### src/rtl/util.vh
// Shared helper macros for the FIFO codebase.
`ifndef UTIL_VH
`define UTIL_VH
`define LOG2(x) $clog2(x)
`endif

### src/rtl/flex_fifo_pkg.sv
// Elaboration-time helpers for flex_fifo parameter legality checks.
package flex_fifo_pkg;

    function automatic bit is_pow2(input int n);
        return (n >= 2) && ((n & (n - 1)) == 0);
    endfunction

    function automatic bit thresh_ok(input int t, input int depth);
        return (t >= 0) && (t <= depth);
    endfunction

endpackage

### src/rtl/fifo_mem.sv
// Simple dual-port storage: synchronous write, read port either registered
// (enable-gated, resettable output register) or combinational.
module fifo_mem #(
    parameter int DATA_WIDTH = 8,
    parameter int ADDR_WIDTH = 5,
    parameter bit REG_READ   = 1'b1
) (
    input  logic                  clk,
    input  logic                  rst_n,
    input  logic                  wr_en,
    input  logic [ADDR_WIDTH-1:0] wr_addr,
    input  logic [DATA_WIDTH-1:0] wr_data,
    input  logic                  rd_en,
    input  logic [ADDR_WIDTH-1:0] rd_addr,
    output logic [DATA_WIDTH-1:0] rd_data
);

    logic [DATA_WIDTH-1:0] mem [0:(1 << ADDR_WIDTH)-1];

    always_ff @(posedge clk) begin
        if (wr_en) begin
            mem[wr_addr] <= wr_data;
        end
    end

    if (REG_READ) begin : g_reg_read
        logic [DATA_WIDTH-1:0] rd_q;

        always_ff @(posedge clk or negedge rst_n) begin
            if (!rst_n) begin
                rd_q <= '0;
            end else if (rd_en) begin
                rd_q <= mem[rd_addr];
            end
        end

        assign rd_data = rd_q;
    end else begin : g_comb_read
        // Output is forced to zero when not enabled so an idle port reads 0.
        assign rd_data = (rd_en && rst_n) ? mem[rd_addr] : '0;
    end

endmodule

### src/rtl/flex_fifo.sv
// Synchronous FIFO with standard or first-word-fall-through read, threshold
// flags and sticky overflow/underflow errors.
`include "util.vh"

module flex_fifo
  import flex_fifo_pkg::*;
#(
  parameter int DATA_WIDTH    = 8,
  parameter int FIFO_DEPTH    = 32,
  parameter int FWFT          = 0,
  parameter int AFULL_THRESH  = FIFO_DEPTH - 2,
  parameter int AEMPTY_THRESH = 2,
  parameter int ADDR_WIDTH    = `LOG2(FIFO_DEPTH)
) (
  input  logic                  clk,
  input  logic                  rst_n,
  input  logic                  wr_en,
  input  logic [DATA_WIDTH-1:0] din,
  input  logic                  rd_en,
  input  logic                  clr_err,
  output logic [DATA_WIDTH-1:0] dout,
  output logic                  full,
  output logic                  empty,
  output logic                  almost_full,
  output logic                  almost_empty,
  output logic [ADDR_WIDTH:0]   count,
  output logic                  overflow,
  output logic                  underflow
);

  localparam logic [ADDR_WIDTH:0] DEPTH_C  = (ADDR_WIDTH + 1)'(FIFO_DEPTH);
  localparam logic [ADDR_WIDTH:0] AFULL_C  = (ADDR_WIDTH + 1)'(AFULL_THRESH);
  localparam logic [ADDR_WIDTH:0] AEMPTY_C = (ADDR_WIDTH + 1)'(AEMPTY_THRESH);

  if (!is_pow2(FIFO_DEPTH)) begin : g_bad_depth
    $error("flex_fifo: FIFO_DEPTH must be a power of two >= 2");
  end
  if (!thresh_ok(AFULL_THRESH, FIFO_DEPTH) || !thresh_ok(AEMPTY_THRESH, FIFO_DEPTH)) begin : g_bad_thresh
    $error("flex_fifo: thresholds must lie within 0..FIFO_DEPTH");
  end

  logic [ADDR_WIDTH:0] wr_ptr;
  logic [ADDR_WIDTH:0] rd_ptr;
  logic                rd_acc;
  logic                wr_acc;
  logic                mem_rd_en;

  // The extra pointer MSB distinguishes full from empty, so occupancy is
  // simply the modulo-2*DEPTH pointer difference.
  assign count        = wr_ptr - rd_ptr;
  assign full         = (count == DEPTH_C);
  assign empty        = (count == '0);
  assign almost_full  = (count >= AFULL_C);
  assign almost_empty = (count <= AEMPTY_C);

  // Handshake: a write is taken when wr_en is high and the FIFO is not full
  // or a read is taken in the same cycle; a read is taken only when rd_en is
  // high and the FIFO is non-empty, regardless of any concurrent write.
  assign rd_acc = rd_en & ~empty;
  assign wr_acc = wr_en & (~full | rd_acc);

  always_ff @(posedge clk or negedge rst_n) begin
    if (!rst_n) begin
      wr_ptr <= '0;
      rd_ptr <= '0;
    end else begin
      if (wr_acc) wr_ptr <= wr_ptr + 1'b1;
      if (rd_acc) rd_ptr <= rd_ptr + 1'b1;
    end
  end

  always_ff @(posedge clk or negedge rst_n) begin
    if (!rst_n) begin
      overflow  <= 1'b0;
      underflow <= 1'b0;
    end else begin
      overflow  <= (wr_en & ~wr_acc) | (overflow & ~clr_err);
      underflow <= (rd_en & empty)   | (underflow & ~clr_err);
    end
  end

  // FWFT shows the head whenever data is present; standard mode loads dout
  // only on an accepted read.
  assign mem_rd_en = (FWFT != 0) ? ~empty : rd_acc;

  fifo_mem #(
    .DATA_WIDTH (DATA_WIDTH),
    .ADDR_WIDTH (ADDR_WIDTH),
    .REG_READ   (FWFT == 0)
  ) u_mem (
    .clk     (clk),
    .rst_n   (rst_n),
    .wr_en   (wr_acc),
    .wr_addr (wr_ptr[ADDR_WIDTH-1:0]),
    .wr_data (din),
    .rd_en   (mem_rd_en),
    .rd_addr (rd_ptr[ADDR_WIDTH-1:0]),
    .rd_data (dout)
  );

endmodule

### config.mk
export PLATFORM = sky130hd
export DESIGN_NAME = flex_fifo
export DESIGN_NICKNAME = d
export VERILOG_FILES = /design/src/rtl/flex_fifo_pkg.sv /design/src/rtl/fifo_mem.sv /design/src/rtl/flex_fifo.sv
export VERILOG_INCLUDE_DIRS = /design/src /design/src/rtl
export SDC_FILE = /design/constraint.sdc
export NUM_CORES = 1
export LEC_CHECK = 0
export ABC_AREA = 1
export CELL_PAD_IN_SITES_DETAIL_PLACEMENT = 2
export CELL_PAD_IN_SITES_GLOBAL_PLACEMENT = 2
export CORE_UTILIZATION = 42
export CTS_CLUSTER_DIAMETER = 60
export DETAILED_ROUTE_END_ITERATION = 8
export DONT_BUFFER_PORTS = 1
export HOLD_SLACK_MARGIN = 0.12
export PLACE_DENSITY_LB_ADDON = 0.1
export SLEW_MARGIN = 20
export SYNTH_ARGS = -nofsm -noshare
export SYNTH_HDL_FRONTEND = slang
export SYNTH_SLANG_ARGS = --single-unit
### constraint.sdc
create_clock -name clk -period 3.3 [get_ports clk]
set_input_delay 0.66 -clock clk [delete_from_list [all_inputs] [get_ports clk]]
set_output_delay 0.66 -clock clk [all_outputs]
set_load 0.1 [all_outputs]
[After elaboration in Yosys (flattened, before gate mapping)]
Memory sizes are Yosys's and may differ from the RTL's. A register that Yosys moved wholly into a read port is not among the register bits.
Index checks and enable logic that the tools add are counted.
Word-level totals
  register bits: 14
  latch bits: 0
  RAM bits: 256
  ROM bits: 0
  input port bits: 13
  output and inout bits: 20
  logic and storage cells: 28
  memories: 1
Cells by class
  $add $sub $neg: 3
  multiply operators: 0
  div/mod/pow operators: 0
  $lt $le $gt $ge: 2
  equality and inequality tests: 1
  shift operators: 0
  muxes and demuxes: 2
  bitwise logic cells: 13
  reductions and logical operators: 2
Memories
  u_mem.mem: words 32, bits a word 8, rd ports 1, clocked after memory_dff 1, write ports 1, RTL line fifo_mem.sv:18  | logic [DATA_WIDTH-1:0] mem [0:(1 << ADDR_WIDTH)-1];
Operator list (count)
  $add A6 B1 Y6 const B: 2
  $and A1 B1 Y1: 6
  $eq A6 B6 Y1 const B: 1
  $ge A6 B5 Y1 const B: 1
  $le A6 B2 Y1 const B: 1
  $logic_not A6 Y1: 1
  $sub A6 B6 Y6: 1
  $not A1 Y1: 4
  $or A1 B1 Y1: 3
  $mux W1: 2
  $logic_not A1 Y1: 1

[Logic depth before layout (Yosys ltp)]
Gate-level depths: netlist (run 1).
  depth after elaboration: 9
  depth in mapped cells: 14
  mapped depth without buffers: 13

[Modules after synthesis]
A second synthesis (run 1) with hierarchy kept.
Second synthesis, totals
  cell total of the unflattened synthesis: 1075
  area total of the unflattened synthesis: 11865.1 um^2
By module, submodules not included
  fifo_mem: times used 1, cells an instance 924, area an instance 10765.3 um^2, seq. area each 7887.6 um^2
  flex_fifo: times used 1, cells an instance 151, area an instance 1099.8 um^2, seq. area each 350.3 um^2

[Worst setup path after synthesis (run 1)]
Ideal clock, no wire load.
  path kind: register -> output
  from: reg rd_ptr[2]
  to: out almost_empty
  arrival time: 5.214 ns
  data required time: 2.640 ns
  slack: -2.574 ns
  cell stages (with the launch flop): 10
  buffers on the path: 1
  cell sequence: dfrtp_1 -> clkinv_1 -> clkbuf_1 -> ha_1 -> or2_4 -> nand3_2 -> nand2_1 -> nand2_1 -> nand2_1 -> nor4_1
On the way
  longest elaborated chain between the ends: 2
RTL lines
  start: declaration: RTL line flex_fifo.sv:43  | logic [ADDR_WIDTH:0] rd_ptr;
  start signal: assignment: RTL line flex_fifo.sv:68  | if (rd_acc) rd_ptr <= rd_ptr + 1'b1;
  $sub A6 B6 Y6: RTL line flex_fifo.sv:50  | assign count = wr_ptr - rd_ptr;
  named net count[5]: RTL line flex_fifo.sv:26  | output logic [ADDR_WIDTH:0] count,
  $le A6 B2 Y1: RTL line flex_fifo.sv:54  | assign almost_empty = (count <= AEMPTY_C);
  end: declaration: RTL line flex_fifo.sv:25  | output logic almost_empty,
The timed path passes the listed nets, and every way through them passes these cells.

[Worst setup path in the final report (run 1)]
  from: reg wr_ptr[0]
  to: out almost_empty
On the way
  longest elaborated chain between the ends: 2
RTL lines
  start: declaration: RTL line flex_fifo.sv:42  | logic [ADDR_WIDTH:0] wr_ptr;
  start signal: assignment: RTL line flex_fifo.sv:67  | if (wr_acc) wr_ptr <= wr_ptr + 1'b1;
  $sub A6 B6 Y6: RTL line flex_fifo.sv:50
  $le A6 B2 Y1: RTL line flex_fifo.sv:54
No other way between the ends.

==> metrics.cfg, run 1 <==
[drt]
drt-total-wl_mm=40.3
post_drt_wl_per_cell_um=23.9
drt_pass1_iterations=5
drt_iter0_markers=566
via_per_inst=5.31
drtAntennaViolNets=0
vias=8976
drc_errors=0

[timing]
min_period_ns=3.23
tightest_slew_ns=1.00
setup_viol=0
fin_skew_ns=0.0102
hold_viol_final=0
slew_viol_final=0
period_share_pct=97.9
fmax_mhz=310
relSlewSlack_pct=33.1

[clock_tree]
cts_root_buf=clkbuf_16
tritoncts=yes
clkLatencyLatePin_ns=0.51
cts_sinks=278
path_clk_slew_ns=0.06
cts_buffers=34
htreeDepth=2
clk_path_buf_depth=3

[floorplan]
die_w_um=175
core_um2=29000
row_count=62
dieArea_um2=30500
start_util_pct=43.1
fp.dieH_um=175
io_pins=33

[finish]
area_growth_pct=14.5
finalNonFillerCells=1689
drive_gt1_share_pct=10.5
fin_util_pct=49.4
insertedDiodeCount=0
final_nets=1304
fillers=2984

[worst_setup_path]
end_kind=output port
required_ns=2.64
cp_max_fo=6
reg2reg_depth=14
critPathLaunchType=flop
reg2reg_to=u_mem.mem[10][2]
critPathKind=flop to output port
r2r_slack_ns=0.09
r2r_start=wr_ptr[0]
critPathArrivalTime_ns=2.57

[global_routing]
overflow=0
grt_pass1_wl_mm=61.4
antenna_found_initial=1
grt_max_degree=86
grtUsageTotal_pct=27.4
first_global_vias=9961

[min_path]
hold_end=u_mem.mem[23][5]
hold_depth=0
min_from=din[5]
hold_class=input port to flop

[power]
irDropWorstVdd_mv=0.734
power_w=0.0149
p_per_area_nw_per_um2=1040
leakage_nw=5.95

[yosys]
synth-seq-area-share_pct=65.9
synth.distinct_cells=33
synth.top_cell.area_share_pct=61.5
syn_inst=1266
ys.flop_type=edfxtp_1
yosys.area.top_type=edfxtp_1
ys_ff_latch=278
synth_warnings=0
synthTopCellsByArea=edfxtp_1, nand2_1, nand3_1
synth.avg_cell_area_um2=9.88
syn_nets=1290
synth-async-reset-ratio_pct=7.91
synth-edff-count=256
syn_area_um2=12500

[job]
max-cap-violations=0

[placement]
gp_congestion=0.799
io_buffers=0
hpwl_mm=25.3
numPlacedInstances=1620

[run_status]
status=completed

## logic make-up (layout without fill, tap and decap cells)
| logic type | Yosys count | after routing | synth area share, % |
|---|---|---|---|
| AOI/OAI and AO/OA | 46 | 46 | 2.04 |
| xor gates and xnor gates | 6 | 6 | 0.420 |
| adders and majority gates | 11 | 11 | 1.16 |
| buffers and inverters | 205 | 244 | 6.86 |
| DFF | 278 | 278 | 65.9 |
| and+or+nand+nor | 720 | 720 | 23.6 |
## cells in the mapped netlist (4+ instances only)
cell type and instances:
clkbuf_1 19, a21oi_1 19, buf_6 4, buf_2 22, nand2_1 490, edfxtp_1 256
o21ai_2 6, nor4_1 4, inv_1 141, nor2_1 87, o21ai_0 16, buf_1 9
buf_4 4, ha_1 10, nand3_2 4, dfrtp_1 22, nand3_1 122, xor2_1 5
## worst max-delay path, cell delays in order (launching register included)
cell     delay (ns)
dfrtp_1        0.42
inv_2          0.10
ha_2           0.20
fa_2           0.38
inv_1          0.07
nand3_1        0.11
nand3_2        0.16
nand2_4        0.08
nor4_4         0.32
buf_12         0.22
## registers in the layout, indices dropped and copies added, names as in the netlist
name	flops
underflow	1
u_mem.mem	256
overflow	1
wr_ptr	6
rd_ptr	6
u_mem.rd_data	8
## layer usage
layer,GRT usage [%],wire length (um),vias to the layer above
li1,-,-,4114
met1,34.7,17000,4601
met2,48.3,20600,181
met3,3.96,1450,78
met4,8.48,1200,2
met5,0,9,-
## stage by stage
step           hold slack [ns]  setup slack (ns)  instance area, um^2  setup TNS, ns
6_report                 0.243            0.0702                14300              0
5_1_grt                  0.231          -0.00232                14300       -0.00232
4_1_cts                  0.233          0.000784                14300              0
3_5_place_dp             0.365           -0.0416                13000         -0.412
3_3_place_gp             0.365             0.194                13000              0
2_1_floorplan            0.364            -0.218                12600         -0.218
## layout by cell type, fill, tap and decap left out, types with 5 or more instances in the layout
| master | instances |
|---|---|
| a21oi_1 | 17 |
| buf_12 | 6 |
| buf_4 | 30 |
| clkbuf_1 | 5 |
| clkbuf_16 | 37 |
| clkinv_1 | 5 |
| clkinv_2 | 5 |
| dfrtp_1 | 19 |
| edfxtp_1 | 256 |
| ha_1 | 7 |
| inv_1 | 139 |
| nand2_1 | 484 |
| nand2_2 | 5 |
| nand3_1 | 120 |
| nand3_2 | 5 |
| nor2_1 | 81 |
| nor2_2 | 6 |
| o21ai_0 | 16 |
| o21ai_2 | 6 |
## worst max path at each step
stage                    from               end  slack, ns  depth (start not counted)
finish              wr_ptr[0]      almost_empty       0.07                          9
global route        wr_ptr[0]             empty     -0.002                         10
CTS                 wr_ptr[0]   u_mem.mem[8][7]     0.0008                         14
detailed placement  wr_ptr[0]   u_mem.mem[8][7]      -0.04                         13
global placement    wr_ptr[0]  u_mem.mem[22][6]       0.19                         13
floorplan           rd_ptr[3]      almost_empty      -0.22                          8
## power by group
part           leakage [nW]  switching (W)  internal [W]
clock                 0.561        0.00147       0.00238
combinational          2.81        0.00468       0.00161
sequential             2.58       0.000581       0.00414
total                  5.95        0.00673       0.00813
## cell type report
class | count | area (um^2) | share of cell area [%]
Timing Repair Buffer | 37 | 355 | 2.48
Clock inverter | 18 | 204 | 1.42
Tap cell | 384 | 480 | 3.35
Inverter | 146 | 552 | 3.85
Sequential cell | 278 | 8240 | 57.6
Clock buffer | 43 | 958 | 6.69
Multi-Input combinational cell | 783 | 3530 | 24.6
## timing repair
action,CTS,global route
hold endpoints to repair,22,0
resized for setup,9,12
buffers inserted,2,4
endpoints found under the setup margin,68,173
hold buffers,2,0
cloned,0,0
pin swaps,2,2
Power figures use the tool's default switching activity.
==> run 2: changes to the inputs <==
--- a/config.mk
+++ b/config.mk
@@ -15,7 +15,6 @@
 export DONT_BUFFER_PORTS = 1
 export HOLD_SLACK_MARGIN = 0.12
 export PLACE_DENSITY_LB_ADDON = 0.1
-export SLEW_MARGIN = 20
 export SYNTH_ARGS = -nofsm -noshare
 export SYNTH_HDL_FRONTEND = slang
 export SYNTH_SLANG_ARGS = --single-unit
==> results of run 2 <==
Same layout as run 1: the final DEF is identical, and so are final timing and power.
==> run 3: changes to the inputs <==
--- a/config.mk
+++ b/config.mk
@@ -11,6 +11,7 @@
 export CELL_PAD_IN_SITES_GLOBAL_PLACEMENT = 2
 export CORE_UTILIZATION = 42
 export CTS_CLUSTER_DIAMETER = 60
+export CTS_CLUSTER_SIZE = 24
 export DETAILED_ROUTE_END_ITERATION = 8
 export DONT_BUFFER_PORTS = 1
 export HOLD_SLACK_MARGIN = 0.12
==> metrics.cfg, run 3 (synthesis results as in run 1) <==
[clock_tree]
htreeDepth=1
cts_buffers=24
clk_path_buf_depth=3
path_clk_slew_ns=0.08
clkLatencyLatePin_ns=0.55
cts_sinks=278
tritoncts=yes
cts_root_buf=clkbuf_16

[global_routing]
grt_max_degree=86
grtUsageTotal_pct=27.2
overflow=0
first_global_vias=9918
globalRouteMet2Util_pct=49.0
grt_most_used_layer=met2
grt_pass1_wl_mm=61.0
gr-usage-met1_pct=34.4
grt.met3_usage_pct=3.78
antenna_found_initial=1

[floorplan]
core_um2=29000
fp.dieH_um=175
start_util_pct=43.1
die_w_um=175
dieArea_um2=30500
io_pins=33
row_count=62

[worst_setup_path]
reg2reg_to=u_mem.mem[10][1]
r2r_slack_ns=0.07
critPathArrivalTime_ns=2.58
cp_common_cell=nand3_2
reg2reg_depth=14
critPathMaxStageDelay_ns=0.44
worstPathCellList=inv_4, ha_4, fa_2, inv_1, nand3_2, nand3_2, nand2_4, nor4_4, buf_12
crit_slowest_cell=dfrtp_1
r2r_start=wr_ptr[0]
critPathKind=flop to output port
critPathLaunchType=flop
cp_max_fo=6
critPathLaunch=wr_ptr[0]
crit_family=simple AND/OR/NAND/NOR gates
end_kind=output port
critPathBufInv=3
required_ns=2.64

[finish]
layout_common_cells=nand2_1, edfxtp_1, inv_1
insertedDiodeCount=0
drive_gt1_share_pct=10.1
final_nets=1291
final_common_cell=nand2_1
regMostFlops=u_mem.mem
largest_register_ffs=256
area_growth_pct=12.3

[power]
p_per_area_nw_per_um2=1010
leakage_nw=5.80
irDropWorstVdd_mv=0.737
power_w=0.0142

[timing]
period_share_pct=98.2
fmax_mhz=309
tightest_slew_ns=1.00
slew_viol_final=0
hold_viol_final=0
fin_setup_tns_ns=0
relSlewSlack_pct=33.2
min_period_ns=3.24
fin_skew_ns=0.0244
setup_viol=0
layout_setup_ws_ns=0.0606

[drt]
drt_pass1_iterations=5
via_per_inst=5.33
drt-total-wl_mm=40.3
drt_iter0_markers=528
drtAntennaViolNets=0
post_drt_wl_per_cell_um=24.1
vias=8892
drc_errors=0

[job]
max-cap-violations=0

[placement]
post-place-ws_ns=-0.0416
hpwl_mm=25.3
io_buffers=0
gp_congestion=0.799

[run_status]
status=completed

[min_path]
hold_class=input port to flop
hold_depth=1
min_from=clr_err
hold_end=overflow

[run 3: cell types whose count changed in the layout (fill, tap and decap cells not counted), sizes merged]
cell and change:
clkbuf -17, inv +7, buf -3, bufinv -3, clkinv -3, clkinvlp -1
[run 3: repair_timing]
item                                    4_1_cts  5_1_grt
hold buffers                                  2        0
pin swaps                                     3        4
endpoints found under the setup margin       74      132
buffers inserted                              2        1
hold endpoints to repair                     22        0
resized for setup                            14       16
[run 3: final cells by class]
type	count	area, um^2
flip-flops and latches	278	8250
repair buffers	34	333
clock buffers	26	629
multi-input cells	783	3560
fillers	3018	15000
clock inverters	18	241
inverters	146	557
well taps	384	480
[run 3: worst max-delay path by stage]
stage / endpoint / slack (ns) / cells past startpoint
2_1_floorplan: almost_empty / -0.22 / 8
3_3_place_gp: u_mem.mem[22][6] / 0.19 / 13
4_1_cts: empty / 0.0006 / 11
5_1_grt: empty / -0.01 / 11
6_report: almost_empty / 0.06 / 9
3_5_place_dp: u_mem.mem[8][7] / -0.04 / 13
[run 3: worst register-to-register path: stages (launching register included)]
cell and delay, ns:
dfrtp_1 0.44, inv_4 0.09, ha_4 0.17, fa_2 0.37
inv_1 0.08, nand3_2 0.10, nand2_1 0.15, nand2_2 0.12
nand3_4 0.11, nor2_4 0.05, buf_4 0.13, nand3_2 0.11
nand2_4 0.15, buf_4 0.23, nor2_1 0.57
[run 3: report_power, final]
part           switching [W]  leakage, nW  internal (W)  total [W]
combinational        0.00470         2.81       0.00164    0.00634
clock                0.00153        0.417       0.00157    0.00310
sequential          0.000592         2.58       0.00413    0.00472
total                0.00682         5.80       0.00734     0.0142
[run 3: per-stage QoR]
stage | hold WS [ns] | util, % | area (um^2) | cells
final | 0.200 | 48.4 | 14000 | 1669
after CTS | 0.190 | 48.2 | 14000 | 1668
after global placement | 0.365 | 44.9 | 13000 | 1620
after floorplan | 0.364 | - | 12600 | 1266
after global routing | 0.190 | 48.4 | 14000 | 1669
after detailed placement | 0.365 | 44.9 | 13000 | 1620
[run 3: per-layer routing]
| metal | vias to the layer above | wire length [um] | part of all wire (%) |
|---|---|---|---|
| met5 | - | 17 | 0.042 |
| met4 | 2 | 967 | 2.4 |
| met3 | 69 | 1580 | 3.9 |
| met2 | 170 | 20900 | 52 |
| met1 | 4557 | 16800 | 42 |
| li1 | 4094 | - | - |
